<file path="src/rtl/rvh_l1d_snp_ctrl.sv">
// Snoop responder for one L1D bank: reads the line's MESI state, fetches dirty data,
// downgrades the line through the LST snoop write port and returns the prior state.
module rvh_l1d_snp_ctrl #(
    parameter int SET_IDX_W = 5,
    parameter int WAY_IDX_W = 2,
    parameter int LINE_W    = 512,
    parameter int ID_W      = 4
) (
    input  logic                          clk,
    input  logic                          rstn,
    input  logic                          snp_req_valid,
    output logic                          snp_req_ready,
    input  logic [ID_W-1:0]               snp_req_id,
    input  logic [1:0]                    snp_req_type,
    input  logic                          snp_req_hit,
    input  logic [SET_IDX_W-1:0]          snp_req_set_idx,
    input  logic [WAY_IDX_W-1:0]          snp_req_way_idx,
    output logic [SET_IDX_W-1:0]          lst_rd_idx_snp,
    input  logic [2*(2**WAY_IDX_W)-1:0]   lst_rd_mesi_snp,
    input  logic                          lst_s0_wr_busy,
    output logic                          lst_mesi_wr_en_snp,
    output logic [SET_IDX_W-1:0]          lst_mesi_wr_set_idx_snp,
    output logic [WAY_IDX_W-1:0]          lst_mesi_wr_way_idx_snp,
    output logic [1:0]                    lst_mesi_wr_dat_snp,
    output logic                          data_rd_valid,
    input  logic                          data_rd_ready,
    output logic [SET_IDX_W-1:0]          data_rd_set_idx,
    output logic [WAY_IDX_W-1:0]          data_rd_way_idx,
    input  logic                          data_rd_resp_valid,
    input  logic [LINE_W-1:0]             data_rd_resp_data,
    output logic                          snp_active,
    output logic [SET_IDX_W-1:0]          snp_active_set_idx,
    output logic                          snp_resp_valid,
    input  logic                          snp_resp_ready,
    output logic [ID_W-1:0]               snp_resp_id,
    output logic [1:0]                    snp_resp_prev_state,
    output logic                          snp_resp_dirty,
    output logic [LINE_W-1:0]             snp_resp_data
);

    localparam logic [1:0] MESI_I = 2'd0;
    localparam logic [1:0] MESI_S = 2'd1;
    localparam logic [1:0] MESI_E = 2'd2;
    localparam logic [1:0] MESI_M = 2'd3;

    typedef enum logic [2:0] {
        S_IDLE,
        S_LST_RD,
        S_DATA_REQ,
        S_DATA_WAIT,
        S_LST_WR,
        S_RESP
    } state_e;

    state_e                 r_state;
    logic [ID_W-1:0]        r_id;
    logic [1:0]             r_type;
    logic [SET_IDX_W-1:0]   r_set;
    logic [WAY_IDX_W-1:0]   r_way;
    logic [1:0]             r_prev;
    logic [1:0]             r_next;
    logic                   r_dirty;
    logic [LINE_W-1:0]      r_data;

    logic [1:0]             w_cur_mesi;
    logic [1:0]             w_next_mesi;

    // to-shared only demotes owned lines; query never changes state
    function automatic logic [1:0] f_next_state(input logic [1:0] typ, input logic [1:0] cur);
        logic [1:0] nxt;
        nxt = cur;
        case (typ)
            2'b00:   nxt = ((cur == MESI_M) || (cur == MESI_E)) ? MESI_S : cur;
            2'b01:   nxt = MESI_I;
            default: nxt = cur;
        endcase
        return nxt;
    endfunction

    assign w_cur_mesi  = lst_rd_mesi_snp[{r_way, 1'b0} +: 2];
    assign w_next_mesi = f_next_state(r_type, w_cur_mesi);

    always_ff @(posedge clk or negedge rstn) begin
        if (!rstn) begin
            r_state <= S_IDLE;
            r_id    <= '0;
            r_type  <= '0;
            r_set   <= '0;
            r_way   <= '0;
            r_prev  <= MESI_I;
            r_next  <= MESI_I;
            r_dirty <= 1'b0;
            r_data  <= '0;
        end else begin
            case (r_state)
                S_IDLE: begin
                    if (snp_req_valid) begin
                        r_id    <= snp_req_id;
                        r_type  <= snp_req_type;
                        r_set   <= snp_req_set_idx;
                        r_way   <= snp_req_way_idx;
                        r_prev  <= MESI_I;
                        r_next  <= MESI_I;
                        r_dirty <= 1'b0;
                        r_data  <= '0;
                        r_state <= snp_req_hit ? S_LST_RD : S_RESP;
                    end
                end
                S_LST_RD: begin
                    r_prev <= w_cur_mesi;
                    r_next <= w_next_mesi;
                    if (w_cur_mesi == MESI_M) begin
                        r_state <= S_DATA_REQ;
                    end else if (w_next_mesi != w_cur_mesi) begin
                        r_state <= S_LST_WR;
                    end else begin
                        r_state <= S_RESP;
                    end
                end
                S_DATA_REQ: begin
                    if (data_rd_ready) begin
                        r_state <= S_DATA_WAIT;
                    end
                end
                // data is captured before any MESI write so a refill cannot race it
                S_DATA_WAIT: begin
                    if (data_rd_resp_valid) begin
                        r_data  <= data_rd_resp_data;
                        r_dirty <= 1'b1;
                        r_state <= (r_next != r_prev) ? S_LST_WR : S_RESP;
                    end
                end
                S_LST_WR: begin
                    if (!lst_s0_wr_busy) begin
                        r_state <= S_RESP;
                    end
                end
                S_RESP: begin
                    if (snp_resp_ready) begin
                        r_state <= S_IDLE;
                    end
                end
                default: r_state <= S_IDLE;
            endcase
        end
    end

    assign snp_req_ready           = (r_state == S_IDLE);
    assign lst_rd_idx_snp          = r_set;
    assign lst_mesi_wr_en_snp      = (r_state == S_LST_WR) && !lst_s0_wr_busy;
    assign lst_mesi_wr_set_idx_snp = r_set;
    assign lst_mesi_wr_way_idx_snp = r_way;
    assign lst_mesi_wr_dat_snp     = r_next;
    assign data_rd_valid           = (r_state == S_DATA_REQ);
    assign data_rd_set_idx         = r_set;
    assign data_rd_way_idx         = r_way;
    assign snp_active              = (r_state != S_IDLE);
    assign snp_active_set_idx      = r_set;
    assign snp_resp_valid          = (r_state == S_RESP);
    assign snp_resp_id             = r_id;
    assign snp_resp_prev_state     = r_prev;
    assign snp_resp_dirty          = r_dirty;
    assign snp_resp_data           = r_data;

endmodule

</file>
<file path="config.mk">
export PLATFORM = sky130hd
export DESIGN_NAME = rvh_l1d_snp_ctrl
export DESIGN_NICKNAME = d
export VERILOG_FILES = /design/src/rtl/rvh_l1d_snp_ctrl.sv
export SDC_FILE = /design/constraint.sdc
export NUM_CORES = 1
export LEC_CHECK = 0
export ABC_AREA = 1
export CAP_MARGIN = 20
export CORE_AREA = 4 4 424 426
export CTS_CLUSTER_SIZE = 20
export DETAILED_ROUTE_END_ITERATION = 8
export DIE_AREA = 0 0 428 430
export PLACE_DENSITY = 0.42
export SETUP_SLACK_MARGIN = 0.05
export SYNTH_ARGS = -nofsm -noshare
export SYNTH_HDL_FRONTEND = slang
export SYNTH_SLANG_ARGS = --single-unit
</file>
<file path="constraint.sdc">
create_clock -name clk -period 2.4 [get_ports clk]
set_input_delay 0.36 -clock clk [delete_from_list [all_inputs] [get_ports clk]]
set_output_delay 0.36 -clock clk [all_outputs]
set_load 0.05 [all_outputs]
</file>
== After elaboration in Yosys (flattened, before gate mapping) ==
Cells that the tools add are included.
Word-level totals
  flip-flop bits (word level): 533
  logic and storage cells: 58
  output and inout port bits: 550
Operators by class
  shift operators: 1
  reduce and logical (&&, ||, !) cells: 12
  mux-type cells: 21
  equal/unequal tests: 15
Operators with widths (number)
  $mux W512: 2
  $pmux W512 S2: 1
  $mux W3: 7
  $pmux W3 S6: 1
  $pmux W2 S2: 3
  $shiftx A8 B4 Y2: 1
  $eq A3 B2 Y1 const B: 2
  $eq A3 B3 Y1 const B: 2
  $ne A2 B2 Y1 const B: 3
  $reduce_and A5 Y1: 1
  $eq A2 B2 Y1 const B: 2
  $mux W1: 4
  $mux W2: 2
  $ne A2 B1 Y1 const B: 2
  $ne A2 B2 Y1: 2
  $reduce_and A2 Y1: 2
  $reduce_bool A2 Y1: 2
  $eq A3 B1 Y1 const B: 1
  $logic_not A3 Y1: 1
  $reduce_and A3 Y1: 1
  $reduce_bool A3 Y1: 1
  $eq A2 B1 Y1 const B: 1
  $logic_not A2 Y1: 1
  $pmux W1 S2: 1
  3 further kinds: 3

== Longest topological paths before layout ==
Gate-level depths: netlist (run 1).
  depth after elaboration: 9
  mapped depth: 10

== Least setup slack after synthesis (run 1) ==
Ideal clock, no wire load.
  path type: flip-flop to flip-flop
  from: register r_state[2]
  to: register r_state[2]
  data required time: 2.280 ns
  clock period less this slack: 2.330 ns
  cell stages (with the launch flop): 8
  buffers on the path: 0
  setup slack: 0.070 ns
  arrival time: 2.209 ns
  setup time: 0.120 ns
  cells stage by stage: dfrtp_1 > inv_1 > nor3_1 > nand2_1 > o211ai_1 > nor2_1 > nand2_1 > nand2_1
On the way
  word-level cells in the longest chain between the ends: 3
  elaborated cells on any way between the ends: 13
  those cells by class: 10 x eq/ne; 1 x mux; 2 x reduce/logical
Ends and longest elaborated chain
  from (decl): RTL line 55  | state_e r_state;
  from (signal assigned): RTL line 106  | r_state <= snp_req_hit ? S_LST_RD : S_RESP;
  from (signal assigned): RTL line 130  | r_state <= (r_next != r_prev) ? S_LST_WR : S_RESP;
  $eq A3 B3 Y1 *
  net snp_resp_valid: RTL line 33  | output logic snp_resp_valid,
  $ne A2 B1 Y1 (no source line)
  $reduce_and A5 Y1 (no source line)
The timed path passes the listed nets; every way through them passes the cells marked *.
A chain may end at the register's enable or synchronous reset.

== Final worst setup path (run 1) ==
  from: register r_data[199], in the netlist snp_resp_data[199]
  to: output snp_resp_data[199]
RTL lines
  from (decl): RTL line 63  | logic [LINE_W-1:0] r_data;
  from (signal assigned): RTL line 128  | r_data <= data_rd_resp_data;
  to (decl): RTL line 38  | output logic [LINE_W-1:0] snp_resp_data
No word-level cell between the ends.

==> flow_summary_export.csv, run 1 <==
group,metric,value,unit
power,p_leak,0.0186,uW
global_routing,first_global_vias,23200,
critical_path,crit_fanout,2,
synth,synth-seq-area-share,0.599,
hold_path,hold_path_depth,3,
drt,postRouteAntennaNets,0,
drt,drc,0,
global_routing,grt_max_degree,101,
synth,synthDistinctLibCells,23,
floorplan,die-area,0.184,sq mm
synth,ys_seq_elements,533,
layout,syn_to_final_growth,72.5,%
critical_path,cp_top_family,"buffers and inverters",
drt,drtPass1Iterations,5,
power,power_density,1250,mW/mm^2
layout,fin_nets,3992,
timing,maxSlewViolCount,0,
floorplan,die_h,430,microns
layout,final_area,0.0384,sq mm
global_routing,grt_pass1_wl,190000,microns
timing,clock_skew,48.4,ps
timing,finalCriticalPeriod,2270,ps
clocking,insertion_delay,670,ps
drt,drtIter0Drc,1517,
global_routing,grt_usage,0.144,
critical_path,worstSetupStartpointType,"flip-flop",
synth,synthCells,2411,
timing,fin_crit_sh,0.947,
synth,avgSynthCellArea,9.23,sq um
timing,setup_violations,0,
critical_path,critPathRequiredTime,2040,ps
critical_path,slowest_stage,"clkdlybuf4s50_1",
drt,via_per_inst,3.81,
critical_path,cp.arrival,1910,ps
drt,num_vias,22400,
clocking,root_buffer,"clkbuf_16",
floorplan,start_util,0.127,
clocking,clkSlewWorstSetupHoldPaths,60,ps
floorplan,ios,1091,
place,place_congestion,0.856,
critical_path,endpoint_kind,"output port",
drt,wl_per_cell,23.4,microns
clocking,cts_tree,"yes",
critical_path,worst-path-stages,1,
timing,setup_tns,0,ps
clocking,cts_max_path_buffers,3,
outcome,outcome,"finished, final reports clean",
timing,slew_headroom,0.530,
clocking,cts_buffers,73,
floorplan,dieWidth,428,microns
clocking,clock_sinks,533,
timing,fmax,440,MHz
flow_run,drv_cap,0,
synth,ys_warn_count,0,
place,dp_hpwl,107000,microns
critical_path,r2r_cells,6,
critical_path,crit_path_max_incr_delay,900,ps
clocking,post-cts-setup-buffers,0,
layout,drive_gt1_frac,0.0870,
timing,worstMarginPinSlew,708,ps
synth,synth_area,0.0223,sq mm
critical_path,crit_type,"flip-flop to output port",
global_routing,overflow,0,
clocking,htree_num_levels,3,
floorplan,core_area,0.176,sq mm
global_routing,antenna_found_initial,58,
timing,rsz0062_at_grt,"no",
place,port_buffers,1090,
drt,drt_wl_total,138000,microns
critical_path,cp_cell_sequence,"clkdlybuf4s50_1",
synth,syn-num-nets,2952,
hold_path,min-delay-path-class,"input port to flip-flop",
power,ir_drop,0.678,mV
timing,final-hold-violation-count,0,
floorplan,fp-row-count,154,
place,placed_area,0.0360,sq mm
critical_path,cp.buffers_inverters,1,
==> kinds of logic after synthesis <==
| logic type | synth area share |
|---|---|
| DFF | 0.599 |
| muxes | 0.00523 |
| xor gates and xnor gates | 0.000787 |
| and+or+nand+nor | 0.329 |
| buffers and inverters | 0.0629 |
| AOI/OAI and AO/OA | 0.00348 |
==> worst register-to-register path: stages, from the launching register on <==
cell,delay [ps]
dfrtp_1,410
inv_2,90
nor3_4,310
buf_12,290
buf_4,590
nand3_1,210
nand2_1,110
==> synth_stat cells (all sizes together) <==
cell type  instances  area share
nand3           1037        0.23
nand2            541       0.092
dfrtp            533        0.60
buf              174       0.048
clkbuf            72       0.012
inv               14      0.0024
mux2               9      0.0052
nor2               8      0.0017
o21ai              7      0.0016
nor3               5      0.0016
a21oi              4     0.00090
o211ai             2     0.00067
xnor2              2     0.00079
and2               1     0.00028
nand3b             1     0.00034
o21bai             1     0.00034
==> through the flow <==
stage	util	setup WS [ps]	hold WS (ps)	std cells	power (uW)
6_report	0.219	127	242	5884	48000
3_5_place_dp	0.205	317	383	5714	37700
3_3_place_gp	0.205	317	373	5714	37700
5_1_grt	0.219	50.8	182	5881	50300
4_1_cts	0.218	50.9	143	5844	48800
2_1_floorplan	-	70.4	64.4	2411	27300
==> timing repair <==
action / 4_1_cts / 5_1_grt
hold endpoints to repair: 21 / 0
resized for setup: 156 / 5
setup endpoints to repair: 156 / 4
hold buffers: 2 / 0
==> worst paths after layout <==
| kind | start | to | slack (ps) |
|---|---|---|---|
| worst max-delay path | snp_resp_data[199]$_DFFE_PN0P_ | snp_resp_data[199] | 130 |
| worst min-delay path | data_rd_resp_data[459] | snp_resp_data[459]$_DFFE_PN0P_ | 240 |
| worst max register to register | r_state[1]$_DFFE_PN0P_ | snp_resp_data[159]$_DFFE_PN0P_ | 330 |
| worst min register to register | snp_resp_data[282]$_DFFE_PN0P_ | snp_resp_data[282]$_DFFE_PN0P_ | 490 |
| max in group asynchronous | rstn | snp_resp_data[476]$_DFFE_PN0P_ | 1310 |
| min in group asynchronous | rstn | snp_resp_data[218]$_DFFE_PN0P_ | 260 |
==> metal layers <==
metal	wire (microns)	vias to the layer above	share of wire	GRT usage
met5	0	-	0	0
met4	4730	0	0.034	0.0691
met3	11600	188	0.084	0.0555
met2	67900	796	0.49	0.235
met1	53600	11100	0.39	0.165
li1	-	10300	-	-
==> report_power, final <==
group | internal, uW | leakage, uW | total, uW | switching, uW
logic | 6660 | 0.0101 | 23200 | 16600
clock network | 6710 | 0.00121 | 11300 | 4590
registers | 11600 | 0.00733 | 13400 | 1820
==> placed cells by master (no fill, tap or decap), types with 7 or more instances in the layout <==
master	n
dfrtp_1	533
clkdlybuf4s50_1	881
buf_12	36
clkbuf_16	75
clkbuf_8	17
nand3_1	1037
clkbuf_1	12
dlygate4sd2_1	154
clkinv_2	10
buf_4	133
inv_1	12
nand2_1	538
o21ai_0	7
diode_2	40
nor2_1	7
==> final cells by class <==
class	instances	area [sq um]
antenna	40	100
inverter	14	52.6
multi-input combinational	1618	7560
timing repair buffer	1211	12000
clock inverter	24	295
fill	19400	137000
clock buffer	104	2160
sequential	533	13300
tap	2340	2930
==> flip-flops by register name (all words and copies together) (netlist names) <==
register / count
snp_resp_data: 512
data_rd_set_idx: 5
snp_resp_id: 4
r_state: 3
data_rd_way_idx: 2
lst_mesi_wr_dat_snp: 2
r_type: 2
snp_resp_prev_state: 2
snp_resp_dirty: 1
Note: power is estimated with default switching activity, not from simulation.
==> inputs of run 2 (changes only) <==
--- a/config.mk
+++ b/config.mk
@@ -7,10 +7,11 @@
 export LEC_CHECK = 0
 export ABC_AREA = 1
 export CAP_MARGIN = 20
-export CORE_AREA = 4 4 424 426
-export CTS_CLUSTER_SIZE = 20
+export CORE_AREA = 2 2 422 424
+export CTS_CLUSTER_SIZE = 12
 export DETAILED_ROUTE_END_ITERATION = 8
-export DIE_AREA = 0 0 428 430
+export DIE_AREA = 0 0 424 426
+export GPL_ROUTABILITY_DRIVEN = 0
 export PLACE_DENSITY = 0.42
 export SETUP_SLACK_MARGIN = 0.05
 export SYNTH_ARGS = -nofsm -noshare
==> run 2 against run 1 <==
Net effect: power fell by 0.78%; sequential share of layout area barely moved; global-route usage fell by 0.068 points; setup slack improved by 20 ps; sequential power barely moved; final cell count fell by 0.37%; worst hold slack got worse by 56 ps; critical path depth did not move; critical path type unchanged; largest power group unchanged.
==> flow_summary_export.csv, run 2 (synthesis results as in run 1) <==
group,metric,value,unit
outcome,outcome,"finished, final reports clean",
critical_path,cp_cell_sequence,"clkdlybuf4s50_1",
layout,drive_gt1_frac,0.0812,
floorplan,fp-row-count,154,
critical_path,r2r_cells,6,
place,port_buffers,1090,
timing,rsz0062_at_grt,"no",
critical_path,worst-path-stages,1,
global_routing,grtUsageMet1,0.174,
drt,via_per_inst,3.84,
critical_path,crit_type,"flip-flop to output port",
global_routing,grt_pass1_wl,185000,microns
floorplan,ios,1091,
clocking,cts_max_path_buffers,3,
layout,fin_nets,3997,
drt,drtPass1Iterations,5,
power,ir_drop,0.705,mV
layout,largest_reg_flops,512,
drt,num_vias,22500,
clocking,insertion_delay,680,ps
global_routing,met3_usage,0.0493,
place,dp_hpwl,104000,microns
global_routing,grt_max_degree,126,
clocking,root_buffer,"clkbuf_16",
clocking,clkSlewWorstSetupHoldPaths,60,ps
power,finalPower,47600,uW
clocking,htree_num_levels,3,
floorplan,start_util,0.127,
global_routing,first_global_vias,22900,
timing,worstMarginPinSlew,864,ps
timing,slew_headroom,0.424,
clocking,cts_tree,"yes",
global_routing,grt_usage,0.143,
critical_path,crit_fanout,2,
critical_path,cp.arrival,1890,ps
critical_path,worstSetupStartpointType,"flip-flop",
timing,maxSlewViolCount,0,
floorplan,die-area,0.181,sq mm
critical_path,cp_top_family,"buffers and inverters",
critical_path,crit_path_max_incr_delay,890,ps
timing,setup_violations,0,
power,power_density,1240,mW/mm^2
clocking,cts_buffers,72,
global_routing,busiest_layer,"met2",
timing,setup_tns,0,ps
drt,drt_wl_total,134000,microns
layout,syn_to_final_growth,72.4,%
timing,fin_crit_sh,0.939,
floorplan,core_area,0.176,sq mm
layout,n_fill_cell,19500,
flow_run,drv_cap,0,
clocking,clock_sinks,533,
timing,clock_skew,31.4,ps
global_routing,antenna_found_initial,52,
layout,layout_common_cells,"1037 x nand3_1, 874 x clkdlybuf4s50_1, 538 x nand2_1",
drt,drc,0,
critical_path,critPathRequiredTime,2040,ps
hold_path,min-delay-path-class,"input port to async pin",
global_routing,overflow,0,
power,p_leak,0.0188,uW
critical_path,cp.buffers_inverters,1,
timing,final-hold-violation-count,0,
critical_path,endpoint_kind,"output port",
layout,final_common_cell,"nand3_1",
critical_path,r2r_slack,290,ps
floorplan,dieWidth,424,microns
timing,fmax,444,MHz
global_routing,met2_usage,0.237,
floorplan,die_h,426,microns
drt,drtIter0Drc,1495,
critical_path,slowest_stage,"clkdlybuf4s50_1",
timing,finalCriticalPeriod,2250,ps
drt,postRouteAntennaNets,0,
drt,wl_per_cell,22.9,microns
[run 2: cell types whose count changed in the layout (fill, tap and decap cells not counted), sizes merged]
| cell | delta |
|---|---|
| dlygate4sd2 | +19 |
| clkbuf | +7 |
| dlygate4sd3 | -1 |
| buf | -13 |
| diode | -26 |
| clkdlybuf4s50 | -7 |
| clkinvlp | -1 |
| dlymetal6s2s | +8 |
| bufinv | -2 |
| clkinv | -6 |
[run 2: where the power goes]
group	switching [uW]	leakage (uW)	internal [uW]	total, uW
Clock	4580	0.00115	6440	11000
Sequential	1850	0.00733	11600	13500
Combinational	16400	0.0103	6700	23100
[run 2: through the flow]
stage	worst slack (ps)	std cells	instance area (sq um)	hold slack (ps)	util
floorplan	70.4	2411	22300	64.4	-
global placement	331	5721	36200	297	0.206
detailed placement	359	5721	36200	297	0.206
CTS	50.1	5848	38300	97.0	0.218
global route	49.5	5859	38400	125	0.218
finish	148	5862	38400	186	0.218
[run 2: layer usage]
metal  vias up  routed length (microns)
met3       199                    10700
met2       825                    65500
met1     11200                    54600
met4         0                     3600
met5         -                        0
li1      10300                        -
[run 2: path summary, 6_finish.rpt]
check                                                       to                           start
min in group clk                snp_resp_data[164]$_DFFE_PN0P_              data_rd_resp_valid
max in group asynchronous       snp_resp_data[486]$_DFFE_PN0P_                            rstn
worst max-delay path                        snp_resp_data[468]  snp_resp_data[468]$_DFFE_PN0P_
worst max register to register  snp_resp_data[331]$_DFFE_PN0P_          r_state[2]$_DFFE_PN0P_
worst min register to register  snp_resp_data[304]$_DFFE_PN0P_  snp_resp_data[304]$_DFFE_PN0P_
worst min-delay path            snp_resp_data[235]$_DFFE_PN0P_                            rstn
[run 2: area by class of cell]
class                      instances  area (sq um)  share of cell area
multi-input combinational       1618          7570               0.197
tap                             2340          2930              0.0763
inverter                          14          52.6             0.00137
clock buffer                     111          2160              0.0563
sequential                       533         13300               0.348
clock inverter                    15           199             0.00518
antenna                           14          35.0            0.000913
timing repair buffer            1217         12100               0.315
[run 2: timing repair]
item / CTS / global route
gates cloned: 0 / 0
setup endpoints to repair: 176 / 12
hold buffers: 1 / 0
setup buffers: 0 / 0
resized for setup: 177 / 13
hold endpoints to repair: 126 / 0
==> inputs of run 3 (changes only) <==
--- a/config.mk
+++ b/config.mk
@@ -8,6 +8,7 @@
 export ABC_AREA = 1
 export CAP_MARGIN = 20
 export CORE_AREA = 2 2 422 424
+export CTS_BUF_LIST = sky130_fd_sc_hd__clkbuf_16
 export CTS_CLUSTER_SIZE = 12
 export DETAILED_ROUTE_END_ITERATION = 8
 export DIE_AREA = 0 0 424 426
==> run 3 against run 2 <==
Net effect: sequential share of layout area rose by 0.17 points; global-route usage barely moved; sequential cell count did not move; critical endpoint is now snp_resp_data[331]; largest power group unchanged.
==> flow_summary_export.csv, run 3 (synthesis results as in run 1) <==
group,metric,value,unit
outcome,outcome,"finished, final reports clean",
layout,layout_common_cells,"1037 x nand3_1, 874 x clkdlybuf4s50_1, 538 x nand2_1",
layout,fin_nets,3997,
place,port_buffers,1090,
layout,drive_gt1_frac,0.0758,
critical_path,crit_fanout,2,
timing,setup_slack,135,ps
critical_path,crit_path_max_incr_delay,840,ps
global_routing,overflow,0,
drt,drc,0,
timing,clock_skew,34.3,ps
timing,fmax,441,MHz
critical_path,cp.arrival,1910,ps
drt,wl_per_cell,22.9,microns
clocking,insertion_delay,680,ps
drt,drtIter0Drc,1518,
clocking,cts_buffers,72,
drt,drtPass1Iterations,5,
critical_path,cp.buffers_inverters,1,
timing,fin_crit_sh,0.944,
critical_path,worstReg2RegStart,"r_state[2]$_DFFE_PN0P_",
floorplan,dieWidth,424,microns
drt,via_per_inst,3.85,
timing,final-hold-violation-count,0,
layout,syn_to_final_growth,71.5,%
clocking,post-cts-setup-buffers,0,
floorplan,ios,1091,
drt,drt_wl_total,134000,microns
critical_path,slowest_stage,"clkdlybuf4s50_1",
clocking,cts_max_path_buffers,3,
timing,setup_tns,0,ps
place,dp_hpwl,104000,microns
timing,worstMarginPinSlew,875,ps
critical_path,crit_type,"flip-flop to output port",
floorplan,start_util,0.127,
place,place_ws,359,ps
flow_run,drv_cap,0,
global_routing,grt_pass1_wl,185000,microns
critical_path,cp_top_family,"buffers and inverters",
clocking,htree_num_levels,3,
floorplan,fp-row-count,154,
clocking,root_buffer,"clkbuf_16",
power,finalPower,46900,uW
power,ir_drop,0.705,mV
critical_path,worstSetupStartpoint,"snp_resp_data[331]$_DFFE_PN0P_",
drt,num_vias,22500,
power,power_density,1230,mW/mm^2
timing,maxSlewViolCount,0,
critical_path,endpoint_kind,"output port",
floorplan,core_area,0.176,sq mm
global_routing,grt_max_degree,126,
global_routing,antenna_found_initial,52,
global_routing,first_global_vias,22900,
floorplan,die-area,0.181,sq mm
timing,rsz0062_at_grt,"no",
critical_path,worst-path-stages,1,
clocking,cts_tree,"yes",
critical_path,rr_endpoint,"snp_resp_data[331]$_DFFE_PN0P_",
global_routing,grt_usage,0.143,
critical_path,worstSetupStartpointType,"flip-flop",
critical_path,critPathRequiredTime,2040,ps
critical_path,r2r_cells,6,
drt,postRouteAntennaNets,0,
layout,final_common_cell,"nand3_1",
timing,slew_headroom,0.416,
timing,finalCriticalPeriod,2270,ps
critical_path,endpoint,"snp_resp_data[331]",
clocking,clock_sinks,533,
layout,largest_reg_flops,512,
floorplan,die_h,426,microns
critical_path,r2r_slack,280,ps
power,p_leak,0.0188,uW
clocking,clkSlewWorstSetupHoldPaths,60,ps
timing,setup_violations,0,
critical_path,cp_cell_sequence,"clkdlybuf4s50_1",
hold_path,min-delay-path-class,"input port to async pin",
## run 3: power breakdown
part / switching [uW] / internal [uW] / leakage (uW) / total [uW]
sequential: 1850 / 11600 / 0.00733 / 13500
combinational: 16400 / 6700 / 0.0103 / 23100
clock: 4550 / 5740 / 0.00113 / 10300
## run 3: worst min-delay path by stage
stage / start / end / slack [ps] / cells past startpoint
final: rstn / snp_resp_data[235]$_DFFE_PN0P_ / 190 / 2
after global routing: data_rd_resp_valid / snp_resp_data[413]$_DFFE_PN0P_ / 120 / 3
after CTS: data_rd_resp_valid / snp_resp_data[164]$_DFFE_PN0P_ / 100 / 3
after detailed placement: rstn / snp_resp_data[225]$_DFFE_PN0P_ / 300 / 1
after global placement: rstn / snp_resp_data[225]$_DFFE_PN0P_ / 300 / 1
after floorplan: rstn / data_rd_set_idx[0]$_DFFE_PN0P_ / 60 / 0
## run 3: through the flow
stage	hold WS (ps)	cell area (sq um)	util	std cells
detailed placement	297	36200	0.206	5721
global placement	297	36200	0.206	5721
floorplan	64.4	22300	-	2411
global route	125	38200	0.217	5859
CTS	96.8	38100	0.217	5848
finish	186	38200	0.217	5862
## run 3: timing repair
item | 4_1_cts | 5_1_grt
gates resized for setup | 177 | 13
setup endpoints to repair | 176 | 12
hold buffers | 1 | 0
endpoints found under the hold margin | 126 | 0
## run 3: layout make-up
class / count / area, sq um
fillers: 19500 / 138000
clock inverters: 53 / 342
repair buffers: 1217 / 12100
diodes: 14 / 35.0
inverters: 14 / 52.6
well taps: 2340 / 2930
clock buffers: 73 / 1830
multi-input cells: 1618 / 7570
flip-flops and latches: 533 / 13300
## run 3: worst reg2reg max path, stage by stage, from the launching register on
cell and delay (ps):
dfrtp_2 480, nor3_4 270, buf_12 270, nand2_8 130, buf_12 210, nand3_1 540, nand2_1 80
## run 3: routing by layer
layer	GRT usage	vias up	part of all wire
met4	0.0437	0	0.027
met1	0.174	11200	0.41
met5	0	-	0
met2	0.237	845	0.49
met3	0.0491	200	0.080
li1	-	10300	-
